File: config.mk
export PLATFORM = sky130hd
export DESIGN_NAME = rob
export DESIGN_NICKNAME = d
export VERILOG_FILES = /design/src/rtl/rob_pkg.sv /design/src/rtl/rob.sv
export SDC_FILE = /design/constraint.sdc
export NUM_CORES = 2
export LEC_CHECK = 0
export ABC_AREA = 0
export BUFFER_PORTS_ARGS = -buffer_cell sky130_fd_sc_hd__clkbuf_2
export CAP_MARGIN = 20
export CELL_PAD_IN_SITES_DETAIL_PLACEMENT = 0
export CELL_PAD_IN_SITES_GLOBAL_PLACEMENT = 1
export CORE_MARGIN = 5
export CORE_UTILIZATION = 49
export DETAILED_ROUTE_END_ITERATION = 7
export PLACE_DENSITY_LB_ADDON = 0.1
export SETUP_SLACK_MARGIN = 0.3
export SYNTH_ARGS = -nofsm -noshare
export SYNTH_HDL_FRONTEND = slang
export SYNTH_SLANG_ARGS = --single-unit
File: constraint.sdc
create_clock -name clk_in -period 5.04 [get_ports clk_in]
set_clock_uncertainty 0.15 [all_clocks]
set_input_delay 1.008 -clock clk_in [delete_from_list [all_inputs] [get_ports clk_in]]
set_output_delay 1.008 -clock clk_in [all_outputs]
set_load 0.02 [all_outputs]
File: src/rtl/rob_pkg.sv
// Shared definitions for the reorder buffer: sizing, entry kind encodings
// and the operand-lookup bypass helper used for both lookup ports.
package rob_pkg;

    localparam int ROB_SIZE  = 8;
    localparam int ROB_WIDTH = 3;

    typedef enum logic [1:0] {
        ROB_KIND_REG  = 2'd0,
        ROB_KIND_BR   = 2'd1,
        ROB_KIND_ST   = 2'd2,
        ROB_KIND_HALT = 2'd3
    } rob_kind_e;

    typedef struct packed {
        logic        ready;
        logic [31:0] value;
    } lookup_t;

    // Same-cycle bypass: a live ALU broadcast wins over a live load/store
    // broadcast, which wins over whatever the entry already holds.
    function automatic lookup_t rob_lookup(
        input logic [ROB_WIDTH-1:0] id,
        input logic                 rs_ready,
        input logic [ROB_WIDTH-1:0] rs_id,
        input logic [31:0]          rs_value,
        input logic                 lsb_ready,
        input logic [ROB_WIDTH-1:0] lsb_id,
        input logic [31:0]          lsb_value,
        input logic                 stored_ready,
        input logic [31:0]          stored_value
    );
        lookup_t res;
        if (rs_ready && (rs_id == id)) begin
            res.ready = 1'b1;
            res.value = rs_value;
        end else if (lsb_ready && (lsb_id == id)) begin
            res.ready = 1'b1;
            res.value = lsb_value;
        end else begin
            res.ready = stored_ready;
            res.value = stored_value;
        end
        return res;
    endfunction

endpackage

File: src/rtl/rob.sv
// Reorder buffer: allocates ids in program order, captures broadcast results,
// serves operand lookups and retires one entry per cycle from the head.
module rob
    import rob_pkg::*;
(
    input  logic                 clk_in,
    input  logic                 rst_n_in,
    input  logic                 rdy_in,
    output logic                 rob_full,
    output logic [ROB_WIDTH-1:0] rob_tail,
    input  logic                 dec_ready,
    input  logic [1:0]           dec_kind,
    input  logic [4:0]           dec_rd,
    input  logic [31:0]          dec_pred_pc,
    input  logic [31:0]          dec_value,
    input  logic                 dec_value_ready,
    input  logic                 rs_ready,
    input  logic [ROB_WIDTH-1:0] rs_rob_id,
    input  logic [31:0]          rs_value,
    input  logic                 lsb_ready,
    input  logic [ROB_WIDTH-1:0] lsb_rob_id,
    input  logic [31:0]          lsb_value,
    input  logic [ROB_WIDTH-1:0] qj_id,
    input  logic [ROB_WIDTH-1:0] qk_id,
    output logic                 qj_ready,
    output logic                 qk_ready,
    output logic [31:0]          qj_value,
    output logic [31:0]          qk_value,
    output logic                 commit_valid,
    output logic [4:0]           commit_rd,
    output logic [31:0]          commit_value,
    output logic [ROB_WIDTH-1:0] commit_rob_id,
    output logic                 store_commit,
    output logic [ROB_WIDTH-1:0] store_rob_id,
    output logic                 clear,
    output logic [31:0]          redirect_pc,
    output logic                 halted
);

    localparam logic [ROB_WIDTH:0] FULL_COUNT = (ROB_WIDTH+1)'(ROB_SIZE);

    // Entry storage
    logic        busy_q    [ROB_SIZE];
    logic        busy_d    [ROB_SIZE];
    logic [1:0]  kind_q    [ROB_SIZE];
    logic [1:0]  kind_d    [ROB_SIZE];
    logic [4:0]  rd_q      [ROB_SIZE];
    logic [4:0]  rd_d      [ROB_SIZE];
    logic        ready_q   [ROB_SIZE];
    logic        ready_d   [ROB_SIZE];
    logic [31:0] value_q   [ROB_SIZE];
    logic [31:0] value_d   [ROB_SIZE];
    logic [31:0] pred_pc_q [ROB_SIZE];
    logic [31:0] pred_pc_d [ROB_SIZE];

    logic [ROB_WIDTH-1:0] head_q, head_d, tail_q, tail_d;
    logic [ROB_WIDTH:0]   count_q, count_d;

    // Registered outputs
    logic                 commit_valid_q, commit_valid_d;
    logic [4:0]           commit_rd_q, commit_rd_d;
    logic [31:0]          commit_value_q, commit_value_d;
    logic [ROB_WIDTH-1:0] commit_rob_id_q, commit_rob_id_d;
    logic                 store_commit_q, store_commit_d;
    logic [ROB_WIDTH-1:0] store_rob_id_q, store_rob_id_d;
    logic                 clear_q, clear_d;
    logic [31:0]          redirect_pc_q, redirect_pc_d;
    logic                 halted_q, halted_d;

    logic                 full;
    logic                 retire_en, mispredict, halt_retire, flush, issue_en;
    rob_kind_e            head_kind;
    logic [ROB_SIZE-1:0]  rs_hit, lsb_hit;
    lookup_t              qj_res, qk_res;

    assign full      = (count_q == FULL_COUNT);
    assign head_kind = rob_kind_e'(kind_q[head_q]);

    // A broadcast only lands on an entry that is still in flight.
    for (genvar gi = 0; gi < ROB_SIZE; gi++) begin : g_hit
        assign rs_hit[gi]  = rs_ready  && busy_q[gi] && (rs_rob_id  == ROB_WIDTH'(gi));
        assign lsb_hit[gi] = lsb_ready && busy_q[gi] && (lsb_rob_id == ROB_WIDTH'(gi));
    end

    // Nothing retires during the flush cycle or once a halt has retired.
    assign retire_en   = !halted_q && !clear_q && busy_q[head_q] && ready_q[head_q];
    assign mispredict  = retire_en && (head_kind == ROB_KIND_BR) &&
                         (value_q[head_q] != pred_pc_q[head_q]);
    assign halt_retire = retire_en && (head_kind == ROB_KIND_HALT);
    // Flush both on the mispredicting retire edge and while clear is high.
    assign flush       = mispredict || clear_q;
    assign issue_en    = dec_ready && !full && !halted_q && !halt_retire && !flush;

    // Next-state: capture, retire, issue, then flush overrides entry state.
    always_comb begin
        busy_d    = busy_q;
        kind_d    = kind_q;
        rd_d      = rd_q;
        ready_d   = ready_q;
        value_d   = value_q;
        pred_pc_d = pred_pc_q;
        head_d    = head_q;
        tail_d    = tail_q;
        count_d   = count_q + (ROB_WIDTH+1)'(issue_en) - (ROB_WIDTH+1)'(retire_en);

        commit_valid_d  = 1'b0;
        commit_rd_d     = commit_rd_q;
        commit_value_d  = commit_value_q;
        commit_rob_id_d = commit_rob_id_q;
        store_commit_d  = 1'b0;
        store_rob_id_d  = store_rob_id_q;
        clear_d         = 1'b0;
        redirect_pc_d   = redirect_pc_q;
        halted_d        = halted_q;

        for (int i = 0; i < ROB_SIZE; i++) begin
            if (rs_hit[i]) begin
                ready_d[i] = 1'b1;
                value_d[i] = rs_value;
            end
            if (lsb_hit[i]) begin
                ready_d[i] = 1'b1;
                value_d[i] = lsb_value;
            end
        end

        if (retire_en) begin
            busy_d[head_q]  = 1'b0;
            ready_d[head_q] = 1'b0;
            head_d          = head_q + ROB_WIDTH'(1);
            case (head_kind)
                ROB_KIND_REG: begin
                    commit_valid_d  = 1'b1;
                    commit_rd_d     = rd_q[head_q];
                    commit_value_d  = value_q[head_q];
                    commit_rob_id_d = head_q;
                end
                ROB_KIND_ST: begin
                    store_commit_d = 1'b1;
                    store_rob_id_d = head_q;
                end
                ROB_KIND_BR: begin
                    if (mispredict) begin
                        clear_d       = 1'b1;
                        redirect_pc_d = value_q[head_q];
                    end
                end
                default: halted_d = 1'b1;
            endcase
        end

        if (issue_en) begin
            busy_d[tail_q]    = 1'b1;
            kind_d[tail_q]    = dec_kind;
            rd_d[tail_q]      = dec_rd;
            ready_d[tail_q]   = dec_value_ready || (dec_kind == ROB_KIND_HALT);
            value_d[tail_q]   = dec_value;
            pred_pc_d[tail_q] = dec_pred_pc;
            tail_d            = tail_q + ROB_WIDTH'(1);
        end

        if (flush) begin
            for (int i = 0; i < ROB_SIZE; i++) begin
                busy_d[i]  = 1'b0;
                ready_d[i] = 1'b0;
            end
            head_d  = '0;
            tail_d  = '0;
            count_d = '0;
        end
    end

    // State register; rdy_in low freezes everything.
    always_ff @(posedge clk_in or negedge rst_n_in) begin
        if (!rst_n_in) begin
            for (int i = 0; i < ROB_SIZE; i++) begin
                busy_q[i]    <= 1'b0;
                kind_q[i]    <= '0;
                rd_q[i]      <= '0;
                ready_q[i]   <= 1'b0;
                value_q[i]   <= '0;
                pred_pc_q[i] <= '0;
            end
            head_q          <= '0;
            tail_q          <= '0;
            count_q         <= '0;
            commit_valid_q  <= 1'b0;
            commit_rd_q     <= '0;
            commit_value_q  <= '0;
            commit_rob_id_q <= '0;
            store_commit_q  <= 1'b0;
            store_rob_id_q  <= '0;
            clear_q         <= 1'b0;
            redirect_pc_q   <= '0;
            halted_q        <= 1'b0;
        end else if (rdy_in) begin
            busy_q          <= busy_d;
            kind_q          <= kind_d;
            rd_q            <= rd_d;
            ready_q         <= ready_d;
            value_q         <= value_d;
            pred_pc_q       <= pred_pc_d;
            head_q          <= head_d;
            tail_q          <= tail_d;
            count_q         <= count_d;
            commit_valid_q  <= commit_valid_d;
            commit_rd_q     <= commit_rd_d;
            commit_value_q  <= commit_value_d;
            commit_rob_id_q <= commit_rob_id_d;
            store_commit_q  <= store_commit_d;
            store_rob_id_q  <= store_rob_id_d;
            clear_q         <= clear_d;
            redirect_pc_q   <= redirect_pc_d;
            halted_q        <= halted_d;
        end
    end

    // Operand lookups with same-cycle broadcast bypass.
    always_comb begin
        qj_res = rob_lookup(qj_id, rs_ready, rs_rob_id, rs_value, lsb_ready, lsb_rob_id,
                            lsb_value, ready_q[qj_id], value_q[qj_id]);
        qk_res = rob_lookup(qk_id, rs_ready, rs_rob_id, rs_value, lsb_ready, lsb_rob_id,
                            lsb_value, ready_q[qk_id], value_q[qk_id]);
    end

    assign qj_ready      = qj_res.ready;
    assign qj_value      = qj_res.value;
    assign qk_ready      = qk_res.ready;
    assign qk_value      = qk_res.value;
    assign rob_full      = full;
    assign rob_tail      = tail_q;
    assign commit_valid  = commit_valid_q;
    assign commit_rd     = commit_rd_q;
    assign commit_value  = commit_value_q;
    assign commit_rob_id = commit_rob_id_q;
    assign store_commit  = store_commit_q;
    assign store_rob_id  = store_rob_id_q;
    assign clear         = clear_q;
    assign redirect_pc   = redirect_pc_q;
    assign halted        = halted_q;

endmodule

# After elaboration in Yosys (flattened, before gate mapping)
# Cells that the tools add are included.
# classes
n_eq_ne,24
n_reduce_logical,68
n_bitwise,9
add_sub_neg,4
magnitude_cmp,6
n_mux,100
# ops
op,count
$mux W32,25
$bwmux W256,2
$bmux W32 S3,4
$mux W256,1
$mux W33,4
$demux W32 S3,1
$logic_and A1 B1 Y1,48
$mux W8,6
$bwmux W40,1
$mux W1,33
$ne A32 B32 Y1,1
$eq A3 B3 Y1 const B,8
$and A8 B8 Y8,2
$bwmux W16,1
$ge A4 B4 Y1 const B,4
$not A3 Y4,4
$bmux W5 S3,1
$demux W5 S3,1
$mux W5,3
$bmux W1 S3,4
$eq A3 B2 Y1 const B,4
$eq A3 B3 Y1,4
$mux W3,4
$reduce_and A3 Y1,3
other kinds (25),42
# word_totals
input_bits,154
output_inout_bits,149
elab_cells,271
regBits,673

# Longest topological paths before layout
# logic_depth
word_depth,14
mapped_depth,20
depth_no_buf,16

# Least setup slack after synthesis
# Ideal clock, no wire load.
# synth_path
kind,input to output
startpoint,input port qk_id[0]
endpoint,output port qk_value[26]
stages,8
required_ns,3.882
slack_ns,0.635
arrival_time_ns,3.247
path_buffers,3
cell_sequence,clkbuf_1 buf_1 buf_1 mux4_2 mux2i_1 nand2_1 o21ai_0 o21ai_0
# synth_via
elab_chain_cells,6
word_cells_on_any_way,10
cone_classes,eq/ne (2); mux (5); bitwise (1); reduce/logical (2)
# synth_lines
item,line_no,rtl
start: declaration,rob.sv:24,"input logic [ROB_WIDTH-1:0] qk_id,"
$not A3 Y4 (implied by the code),rob.sv:223,"lsb_value, ready_q[qk_id], value_q[qk_id]);"
$bmux W32 S3,rob.sv:223,
$mux W32 (implied by the code) (2 in series),rob.sv:223,
$mux W33,rob_pkg.sv:37,end else if (lsb_ready && (lsb_id == id)) begin
$mux W33 *,rob_pkg.sv:34,if (rs_ready && (rs_id == id)) begin
end: declaration,rob.sv:28,"output logic [31:0] qk_value,"
# Every way passes the cells marked *; elsewhere a longest branch is shown, timed or not. The select of a mux whose other input is x is not followed.

# Worst setup path after layout
# layout_path
startpoint,register head_q[0]
endpoint,register count_q[2]
# layout_via
elab_chain_cells,14
word_cells_on_any_way,32
cone_classes,add/sub (2); eq/ne (3); mux (16); bitwise (1); reduce/logical (10)
# layout_lines
item,line_no,rtl
start: declaration,rob.sv:56,"logic [ROB_WIDTH-1:0] head_q, head_d, tail_q, tail_d;"
start signal: assignment,rob.sv:184,head_q <= '0;
start signal: assignment,rob.sv:203,head_q <= head_d;
$not A3 Y4 (implied by the code) *,"rob.sv:77, rob.sv:86, rob.sv:88",
branches (longest 12 deep; another with $add A4 B1 Y4),--,
$mux W4 *,rob.sv:162,if (flush) begin
end signal: assignment,rob.sv:205,count_q <= count_d;
end: declaration,rob.sv:57,"logic [ROB_WIDTH:0] count_q, count_d;"
# Mark *: on every way between the ends. The select of a mux whose other input is x is not followed.
# A chain may end at the register's enable or synchronous reset.

==> impl_metrics.tcl <==
set metrics [dict create \
    vias_per_cell 6.67 \
    gp_congestion 0.874 \
    worst_pin_slew_ns 1.09 \
    rows 109 \
    htreeDepth 3 \
    dieWidth_um 309 \
    numCtsBuffers 79 \
    route.detailed.drc 0 \
    p_sw_mw 12.5 \
    setup_viol 0 \
    fp.dieH_um 309 \
    critPathMaxFanout 6 \
    die_area_sq_um 95600 \
    gr-total-overflow 0 \
    seq_area_frac_synth_pct 38.4 \
    place_inst 5365 \
    syn2layout_area_growth_pct 13.9 \
    timing.final.ws_setup_ns 0.392 \
    p_int_mw 18.3 \
    netSwitchingFraction_pct 40.6 \
    antenna_found_initial 17 \
    ys_types 59 \
    grt_pass1_vias 35700 \
    num_io_pins 303 \
    ys_ff_latch 673 \
    maxSlewHeadroom_pct 27.6 \
    post_layout_nonfiller_instances 5549 \
    ys.flop_type "dfrtp_1" \
    fin_crit_sh_pct 92.2 \
    vias 37000 \
    hold_violations 0 \
    yosys.area.top_type "dfrtp_1" \
    routed_wl_mm 167 \
    cp-end-kind "flip-flop" \
    async_flop_share_pct 100 \
    yosysMostFrequentCell "dfrtp_1" \
    cts_tree "built" \
    postSynthCellCount 4212 \
    fmax_mhz 215 \
    grt_pass1_wl_mm 245 \
    slew_violations 0 \
    p_seq_share_pct 33.1 \
    met1_usage_pct 47.8 \
    cts.path.max_buffers 3 \
    avgSynthCellArea_sq_um 10.4 \
    drive_gt1_share_pct 28.6 \
    powerDensity_nw_per_um2 616 \
    hp-class "input pin to async pin" \
    drt_pass1_iterations 6 \
    placed_area_sq_um 46800 \
    final_nets 4472 \
    cp.arrival_ns 5.06 \
    cts-root-buf "clkbuf_16" \
    synth_area_leaders "dfrtp_1 (38%), mux4_2 (14%), mux2i_1 (8.9%)" \
    syn_area_sq_um 43900 \
    postLayoutCellArea_sq_um 50000 \
    startpoint_type "flip-flop" \
    dp_hpwl_mm 101 \
    required_ns 5.45 \
    p_leak_nw 22.3 \
    outcome "complete, no violations" \
    fin_crit_ns 4.65 \
    grt_usage_pct 34.1 \
    path_clk_slew_ns 0.06 \
    pre_cts_ws_ns -0.159 \
    numPortBuffers 302 \
    clock-sinks 673 \
    syn_nets 4374 \
    start_util_pct 49.5 \
    p_clk_share_pct 19.2 \
    r2r_setup_slack_ns 0.39 \
    use_met3_pct 7.85 \
    ys_warn_count 0 \
    fill_cells 7691 \
    criticalPathCategory "flip-flop to flip-flop" \
    yosys.area.top_type_share_pct 38.4 \
    netlist_top_cells_count "dfrtp_1 (673), nor2_1 (469), mux2i_1 (388), clkbuf_1 (306), o21ai_0 (303)" \
    wire_per_inst_um 30.2 \
    ant_nets 0 \
    use_met2_pct 52.0 \
    synth_edf_count 0 \
    max_cap_viol_count 0 \
    worstSkewPairLatency_ns 0.65 \
    combPwrFrac_pct 47.7 \
    core_sq_um 88600 \
    grt_busiest_layer "met2" \
    rsz0062_at_grt "true" \
    peakVddDrop_uv 347 \
    grt_start_max_net_pins 189 \
    drt-initial-drc-count 4310 \
]
## placed cells by master, fill, tap and decap left out, types with 13 or more instances in the layout
cell / count
nor2b_1: 13
a211oi_1: 96
nor2_1: 468
buf_4: 151
clkbuf_2: 294
dfrtp_1: 671
mux2_1: 46
buf_12: 44
mux2i_1: 379
clkbuf_1: 16
and2_1: 37
and3_1: 98
mux2_2: 273
nand3_1: 179
clkbuf_16: 81
o21ai_0: 303
xor2_1: 36
clkinv_2: 20
a221o_1: 96
clkbuf_8: 17
a31oi_1: 167
nand2_1: 164
nand4_1: 13
mux4_2: 271
a21oi_1: 258
## per-layer routing
layer	vias to the layer above	wire (um)	share of wire [%]
met4	8	7770	4.6
met1	18600	68100	41
met5	-	55	0.033
met3	425	16700	10
li1	16000	-	-
met2	2008	74600	45
## critical path, stage by stage (launching register included)
cell	delay (ns)
dfrtp_4	0.51
buf_12	0.16
buf_16	0.15
buf_4	0.14
mux4_2	0.41
mux2i_1	0.15
buf_4	0.19
xor2_1	0.08
buf_4	0.15
nor4_4	0.37
nand4_1	0.26
o2111a_4	0.38
nor2_2	0.07
buf_4	0.11
nand2_1	0.06
ha_1	0.28
inv_1	0.04
ha_2	0.18
fa_2	0.35
xor2_1	0.15
nand2_1	0.07
o22ai_1	0.15
## state kept, by name (all words and copies together), names as in the netlist, 4 cells and up
register / count
rd_q: 40
redirect_pc: 32
count_q: 4
value_q: 256
commit_rd: 5
pred_pc_q: 256
commit_value: 32
ready_q: 8
busy_q: 8
kind_q: 16
## metrics by stage
step | setup TNS [ns] | util, % | total power, mW | hold slack (ns)
after floorplan | 0 | - | 19.0 | 0.302
after global placement | -0.419 | 52.8 | 24.0 | 0.313
after detailed placement | -2.16 | 52.8 | 24.2 | 0.323
after CTS | 0 | 56.0 | 30.3 | 0.267
after global routing | 0 | 56.4 | 32.4 | 0.297
final | 0 | 56.4 | 30.8 | 0.246
## power groups by stage
stage               combinational, mW  sequential, mW  clock, mW
floorplan                        9.38            9.66          0
global placement                 13.9            10.1          0
detailed placement               14.1            10.2          0
CTS                              14.3            10.1       5.99
global route                     15.7            10.5       6.22
finish                           14.7            10.2       5.90
## worst paths after layout
check,to,cells past startpoint,startpoint
hold reg to reg,pred_pc_q[253]$_DFFE_PN0P_,1,pred_pc_q[253]$_DFFE_PN0P_
min in group clk_in,pred_pc_q[253]$_DFFE_PN0P_,1,pred_pc_q[253]$_DFFE_PN0P_
hold / removal,value_q[222]$_DFFE_PN0P_,1,rst_n_in
max in group asynchronous,value_q[165]$_DFFE_PN0P_,2,rst_n_in
setup / recovery,count_q[2]$_DFFE_PN0P_,21,head_q[0]$_DFFE_PN0P_
setup reg to reg,count_q[2]$_DFFE_PN0P_,21,head_q[0]$_DFFE_PN0P_
## logic make-up after synthesis
kind of cell / count (synthesis) / share of synthesized area, %
simple gates: 1039 / 10.8
mux: 980 / 31.0
compound gates: 963 / 13.5
flops: 673 / 38.4
buf+inv: 503 / 5.16
xor+xnor: 46 / 0.918
fa+ha+maj: 8 / 0.245
## timing repair
item | 4_1_cts | 5_1_grt
pin swaps | 0 | 8
cloned | 2 | 2
endpoints found under the setup margin | 327 | 40
resized for setup | 10 | 25
endpoints found under the hold margin | 0 | 0
setup buffers | 2 | 23
hold buffers | 0 | 0
## cell type report
| type | count | area (sq um) | share of cell area, % |
|---|---|---|---|
| antenna | 10 | 25.0 | 0.0501 |
| clock buffer | 112 | 2270 | 4.54 |
| clock inverter | 33 | 390 | 0.781 |
| inverter | 15 | 63.8 | 0.128 |
| multi-input combinational | 3036 | 25200 | 50.3 |
| sequential | 673 | 16800 | 33.7 |
| tap | 1165 | 1460 | 2.92 |
| timing repair buffer | 505 | 3770 | 7.55 |
(Power assumes the default switching activity.)
